### src/rtl/exc_commit.sv
`default_nettype none
// ============================================================================
//  Module   : exc_commit
//  Purpose  : Writeback-stage exception / interrupt commit unit. Resolves the
//             MEM-stage exception flags and pending interrupts of each
//             accepted instruction into one prioritised excode, pulses
//             cp0_ex / eret_flush for one cycle, then drops wrong-path
//             instructions until fetch acknowledges the redirect.
//  Options  : define EXC_INT_EN to enable interrupt detection; when it is
//             undefined no interrupt is ever taken (excode 0x00 never issued).
//  Revision : 1.0 - initial release
// ============================================================================
module exc_commit (
    input  logic        clk,
    input  logic        resetn,
    input  logic        in_valid,
    output logic        in_ready,
    input  logic [31:0] in_pc,
    input  logic        in_bd,
    input  logic        in_ex_if_adel,
    input  logic        in_ex_ri,
    input  logic        in_ex_ov,
    input  logic        in_ex_sys,
    input  logic        in_ex_bp,
    input  logic        in_ex_ld_adel,
    input  logic        in_ex_st_ades,
    input  logic [31:0] in_daddr,
    input  logic        in_eret,
    input  logic        in_mtc0,
    input  logic [4:0]  in_cp0_addr,
    input  logic [31:0] in_cp0_wdata,
    input  logic        status_ie,
    input  logic        status_exl,
    input  logic [7:0]  status_im,
    input  logic [7:0]  cause_ip,
    input  logic        redirect_ack,
    output logic        cp0_ex,
    output logic [4:0]  cp0_excode,
    output logic        cp0_bd,
    output logic [31:0] cp0_pc,
    output logic [31:0] cp0_badvaddr,
    output logic        eret_flush,
    output logic        cp0_we,
    output logic [4:0]  cp0_addr,
    output logic [31:0] cp0_wdata,
    output logic        wb_commit
);

    typedef enum logic [1:0] {
        S_RUN   = 2'd0,
        S_EXC   = 2'd1,
        S_FLUSH = 2'd2
    } state_t;

    state_t      state_q, state_d;
    logic        in_ready_q, in_ready_d;
    logic        cp0_ex_q, cp0_ex_d;
    logic        eret_flush_q, eret_flush_d;
    logic        cp0_we_q, cp0_we_d;
    logic        wb_commit_q, wb_commit_d;
    logic [4:0]  cp0_excode_q, cp0_excode_d;
    logic        cp0_bd_q, cp0_bd_d;
    logic [31:0] cp0_pc_q, cp0_pc_d;
    logic [31:0] cp0_badvaddr_q, cp0_badvaddr_d;
    logic [4:0]  cp0_addr_q, cp0_addr_d;
    logic [31:0] cp0_wdata_q, cp0_wdata_d;

    logic        int_pend;
    logic        exc_any;
    logic [4:0]  exc_code;
    logic [31:0] exc_bad;
    logic        accept;

`ifdef EXC_INT_EN
    assign int_pend = status_ie & ~status_exl & |(status_im & cause_ip);
`else
    // CP0 status/cause are not needed without interrupt support
    logic unused_cp0_state;
    assign unused_cp0_state = ^{status_ie, status_exl, status_im, cause_ip};
    assign int_pend = 1'b0;
`endif

    assign accept = in_valid & in_ready_q;

    // Prioritised exception decode; badvaddr only carries an address for AdEL/AdES
    always_comb begin
        exc_any  = 1'b1;
        exc_code = 5'h00;
        exc_bad  = 32'h0;
        if (int_pend) begin
            exc_code = 5'h00;
        end else if (in_ex_if_adel) begin
            exc_code = 5'h04;
            exc_bad  = in_pc;
        end else if (in_ex_ri) begin
            exc_code = 5'h0a;
        end else if (in_ex_ov) begin
            exc_code = 5'h0c;
        end else if (in_ex_sys) begin
            exc_code = 5'h08;
        end else if (in_ex_bp) begin
            exc_code = 5'h09;
        end else if (in_ex_ld_adel) begin
            exc_code = 5'h04;
            exc_bad  = in_daddr;
        end else if (in_ex_st_ades) begin
            exc_code = 5'h05;
            exc_bad  = in_daddr;
        end else begin
            exc_any  = 1'b0;
        end
    end

    // Next-state and next-output logic; pulses default low, CP0 payload holds
    always_comb begin
        state_d        = state_q;
        cp0_ex_d       = 1'b0;
        eret_flush_d   = 1'b0;
        cp0_we_d       = 1'b0;
        wb_commit_d    = 1'b0;
        cp0_excode_d   = cp0_excode_q;
        cp0_bd_d       = cp0_bd_q;
        cp0_pc_d       = cp0_pc_q;
        cp0_badvaddr_d = cp0_badvaddr_q;
        cp0_addr_d     = cp0_addr_q;
        cp0_wdata_d    = cp0_wdata_q;
        case (state_q)
            S_RUN: begin
                if (accept) begin
                    if (exc_any) begin
                        // exception beats eret and mtc0 on the same instruction
                        cp0_ex_d       = 1'b1;
                        cp0_excode_d   = exc_code;
                        cp0_bd_d       = in_bd;
                        cp0_pc_d       = in_pc;
                        cp0_badvaddr_d = exc_bad;
                        state_d        = S_EXC;
                    end else if (in_eret) begin
                        eret_flush_d   = 1'b1;
                        state_d        = S_EXC;
                    end else begin
                        wb_commit_d    = 1'b1;
                        if (in_mtc0) begin
                            cp0_we_d    = 1'b1;
                            cp0_addr_d  = in_cp0_addr;
                            cp0_wdata_d = in_cp0_wdata;
                        end
                    end
                end
            end
            S_EXC: begin
                // the pulse is visible this cycle; start discarding next
                state_d = S_FLUSH;
            end
            S_FLUSH: begin
                // anything accepted here is wrong-path, including the ack cycle
                if (redirect_ack) begin
                    state_d = S_RUN;
                end
            end
            default: begin
                state_d = S_RUN;
            end
        endcase
        in_ready_d = (state_d != S_EXC);
    end

    // State and registered outputs
    always_ff @(posedge clk) begin
        if (!resetn) begin
            state_q        <= S_RUN;
            in_ready_q     <= 1'b1;
            cp0_ex_q       <= 1'b0;
            eret_flush_q   <= 1'b0;
            cp0_we_q       <= 1'b0;
            wb_commit_q    <= 1'b0;
            cp0_excode_q   <= 5'h00;
            cp0_bd_q       <= 1'b0;
            cp0_pc_q       <= 32'h0;
            cp0_badvaddr_q <= 32'h0;
            cp0_addr_q     <= 5'h00;
            cp0_wdata_q    <= 32'h0;
        end else begin
            state_q        <= state_d;
            in_ready_q     <= in_ready_d;
            cp0_ex_q       <= cp0_ex_d;
            eret_flush_q   <= eret_flush_d;
            cp0_we_q       <= cp0_we_d;
            wb_commit_q    <= wb_commit_d;
            cp0_excode_q   <= cp0_excode_d;
            cp0_bd_q       <= cp0_bd_d;
            cp0_pc_q       <= cp0_pc_d;
            cp0_badvaddr_q <= cp0_badvaddr_d;
            cp0_addr_q     <= cp0_addr_d;
            cp0_wdata_q    <= cp0_wdata_d;
        end
    end

    assign in_ready     = in_ready_q;
    assign cp0_ex       = cp0_ex_q;
    assign eret_flush   = eret_flush_q;
    assign cp0_we       = cp0_we_q;
    assign wb_commit    = wb_commit_q;
    assign cp0_excode   = cp0_excode_q;
    assign cp0_bd       = cp0_bd_q;
    assign cp0_pc       = cp0_pc_q;
    assign cp0_badvaddr = cp0_badvaddr_q;
    assign cp0_addr     = cp0_addr_q;
    assign cp0_wdata    = cp0_wdata_q;

endmodule
`default_nettype wire

### config.mk
export PLATFORM = sky130hd
export DESIGN_NAME = exc_commit
export DESIGN_NICKNAME = d
export VERILOG_FILES = /design/src/rtl/exc_commit.sv
export SDC_FILE = /design/constraint.sdc
export NUM_CORES = 1
export LEC_CHECK = 0
export ABC_AREA = 1
export CAP_MARGIN = 20
export CORE_MARGIN = 2
export CORE_UTILIZATION = 36
export CTS_CLUSTER_DIAMETER = 120
export DETAILED_ROUTE_END_ITERATION = 10
export HOLD_SLACK_MARGIN = 0.08
export PLACE_DENSITY = 0.74
export SYNTH_ARGS = -nofsm -noshare
export SYNTH_HDL_FRONTEND = slang
export SYNTH_SLANG_ARGS = --single-unit
### constraint.sdc
create_clock -name clk -period 1.4 [get_ports clk]
set_input_delay 0.28 -clock clk [delete_from_list [all_inputs] [get_ports clk]]
set_output_delay 0.28 -clock clk [all_outputs]
set_load 0.02 [all_outputs]
==> results.sh <==
export IMPL_status="finished clean"
export IMPL_start_kind="flip-flop"
export IMPL_fin_crit_sh_pct=98.7
export IMPL_layout_nets=1090
export IMPL_ioPinCount=245
export IMPL_max_stage_delay_ps=330
export IMPL_arrival_ps=1730
export IMPL_dieArea_um2=14200
export IMPL_grt_pass1_vias=5035
export IMPL_syn_to_final_growth_pct=74.7
export IMPL_grt_overflow=0
export IMPL_clk_latency_ps=410
export IMPL_cts_sinks=113
export IMPL_synth_seq_cells=113
export IMPL_crit_required_ps=1740
export IMPL_yosysWarnings=0
export IMPL_viasPerCell=4.65
export IMPL_critPathSlowestCell="dfxtp_2"
export IMPL_pre_cts_slack_ps=-635
export IMPL_crit_chain="nor2_4 -> nand2_4 -> buf_6 -> nor2_4 -> buf_6 -> clkbuf_16 -> o21ai_1 -> nor2_1"
export IMPL_post_dp_hpwl_um=10700
export IMPL_yosys_area_top_type_share_pct=47.3
export IMPL_finalSetupViolations=0
export IMPL_clk_pin_slew_worst_paths_ps=50
export IMPL_p_per_area_nw_per_um2=1190
export IMPL_power_w=0.00999
export IMPL_finalMaxSlewViolations=0
export IMPL_root_buffer="clkbuf_16"
export IMPL_cts_buffers=17
export IMPL_antenna_found_initial=1
export IMPL_final_core_util_pct=63.6
export IMPL_htreeDepth=4
export IMPL_clock_skew_ps=3.56
export IMPL_wl_met1_um=6800
export IMPL_start_util_pct=36.4
export IMPL_grt_start_max_net_pins=53
export IMPL_drt_total_wl_um=16200
export IMPL_post_drt_wl_per_cell_um=14.1
export IMPL_routed_wl_met2_um=7590
export IMPL_final_common_cell="nor2_1"
export IMPL_die_y_um=119
export IMPL_antenna_left=0
export IMPL_synth_cell_types=24
export IMPL_clockBufferDepth=2
export IMPL_portBuffers=225
export IMPL_syn_nets=831
export IMPL_hold_viol_final=0
export IMPL_first_pass_iters=6
export IMPL_path_max_fanout=8
export IMPL_ir_drop_mv=0.748
export IMPL_synth_avg_cell_area_um2=6.86
export IMPL_yosysSeqAreaShare_pct=47.3
export IMPL_drc=0
export IMPL_clock_fmax_ghz=0.724
export IMPL_synth_area_top_cells="dfxtp_1 (47%), nor2_1 (17%), nand2_1 (11%), o21ai_0 (7.1%), nand4_1 (5.2%)"
export IMPL_worst_slack_ps=18.6
export IMPL_layout_drive_gt1_share_pct=13.3
export IMPL_rsz0062_at_grt="true"
export IMPL_dr_first_iter_drc_count=369
export IMPL_globalplace_congestion=0.835
export IMPL_hp_class="input pin to flip-flop"
export IMPL_routed_top_layer="met4"
export IMPL_synth_cells=698
export IMPL_netlist_area_um2=4790
export IMPL_drv_cap=0
export IMPL_core_region_area_um2=13100
export IMPL_grt_pass1_wl_um=25400
export IMPL_final_cell_mix="nor2_1 (211), nand2_1 (141), dfxtp_1 (111), clkdlybuf4s50_1 (106), o21ai_0 (57)"
export IMPL_die_width_um=119
export IMPL_yosys_area_top_type="dfxtp_1"
export IMPL_holdBufCountCts=0
export IMPL_cts_tree="built"
export IMPL_critPathKind="flip-flop to flip-flop"
export IMPL_num_rows=42
export IMPL_critPathCaptureType="flip-flop"
export IMPL_vias=5328
export IMPL_total_leakage_power_nw=4.02
export IMPL_min_period_ps=1380
export IMPL_wl_met3_um=1550
export IMPL_grt_usage_pct=22.5
state kept, by name, indices dropped and copies added, names as in the netlist:
name          cells
wb_commit         1
eret_flush        1
in_ready          1
cp0_wdata        32
state_q           2
cp0_we            1
cp0_ex            1
cp0_badvaddr     32
cp0_excode        4
cp0_pc           32
cp0_bd            1
cp0_addr          5
power by group:
part	leakage [nW]	internal, W	switching (W)
Sequential	0.925	0.00345	0.000112
Clock	0.299	0.00300	0.00141
Combinational	2.79	0.000991	0.00103
Total	4.02	0.00744	0.00255
critical path, delay by kind of cell, from the launching register on:
| kind | cells | cell delay [ps] |
|---|---|---|
| flip-flops | 1 | 330 |
| AO/OA/AOI/OAI | 1 | 60 |
| buffers and inverters | 3 | 430 |
| AND/OR/NAND/NOR | 4 | 490 |
synth_stat cells:
cell / number
nor2_4: 3
nor3_1: 2
inv_4: 1
inv_1: 48
dfxtp_1: 113
clkbuf_1: 19
nor4_1: 1
buf_6: 5
nand3_1: 4
o21ai_0: 68
nand2_1: 143
nor2_2: 1
nor2_8: 1
buf_4: 3
nor2_1: 215
inv_2: 1
o21ai_1: 4
a21oi_1: 1
nand4_1: 40
buf_2: 12
nand2_4: 2
o21a_1: 1
buf_1: 9
conb_1: 1
final cells by class:
| cell class | instances | area [um^2] |
|---|---|---|
| repair buffers | 288 | 2930 |
| well taps | 176 | 220 |
| multi-input cells | 487 | 2150 |
| inverters | 50 | 190 |
| fillers | 1150 | 4780 |
| clock buffers | 25 | 505 |
| flip-flops and latches | 113 | 2260 |
| diodes | 1 | 2.50 |
| clock inverters | 5 | 100 |
path summary, 6_finish.rpt:
path	end	cells after the start	startpoint	slack, ps
worst min-delay path	eret_flush	3	resetn	300
worst max register to register	cp0_badvaddr[25]	8	state_q[1]	20
worst max-delay path	cp0_badvaddr[25]	8	state_q[1]	20
worst min register to register	cp0_excode[3]	2	cp0_excode[3]	460
layer usage:
layer / GRT usage, % / up-vias
met5: 0 / -
met4: 7.87 / 0
met1: 26.1 / 2373
met2: 37.7 / 239
li1: - / 2700
met3: 8.96 / 16
logic make-up (layout without fill, tap and decap cells):
logic type / Yosys count / in the layout / share of synthesized area [%]
buf+inv: 98 / 368 / 9.07
other cells: 1 / 2 / 0.0784
simple gates: 412 / 412 / 35.8
flops: 113 / 113 / 47.3
compound gates: 74 / 74 / 7.79
stage by stage:
step	hold WS [ps]	TNS, ps	instances	instance area, um^2
after floorplan	444	0	698	4790
after global placement	450	-62350	1094	7500
after detailed placement	460	-63200	1094	7500
after CTS	295	-1160	1137	8180
after global routing	314	-1330	1145	8360
final	303	0	1145	8360
what timing repair did:
item                       4_1_cts  5_1_grt
pin swaps                        8       14
resized for setup              139       96
setup buffers                    8        2
setup endpoints to repair      219      166
gates cloned                     5        5
No activity file was read; power rests on OpenSTA's default activity.
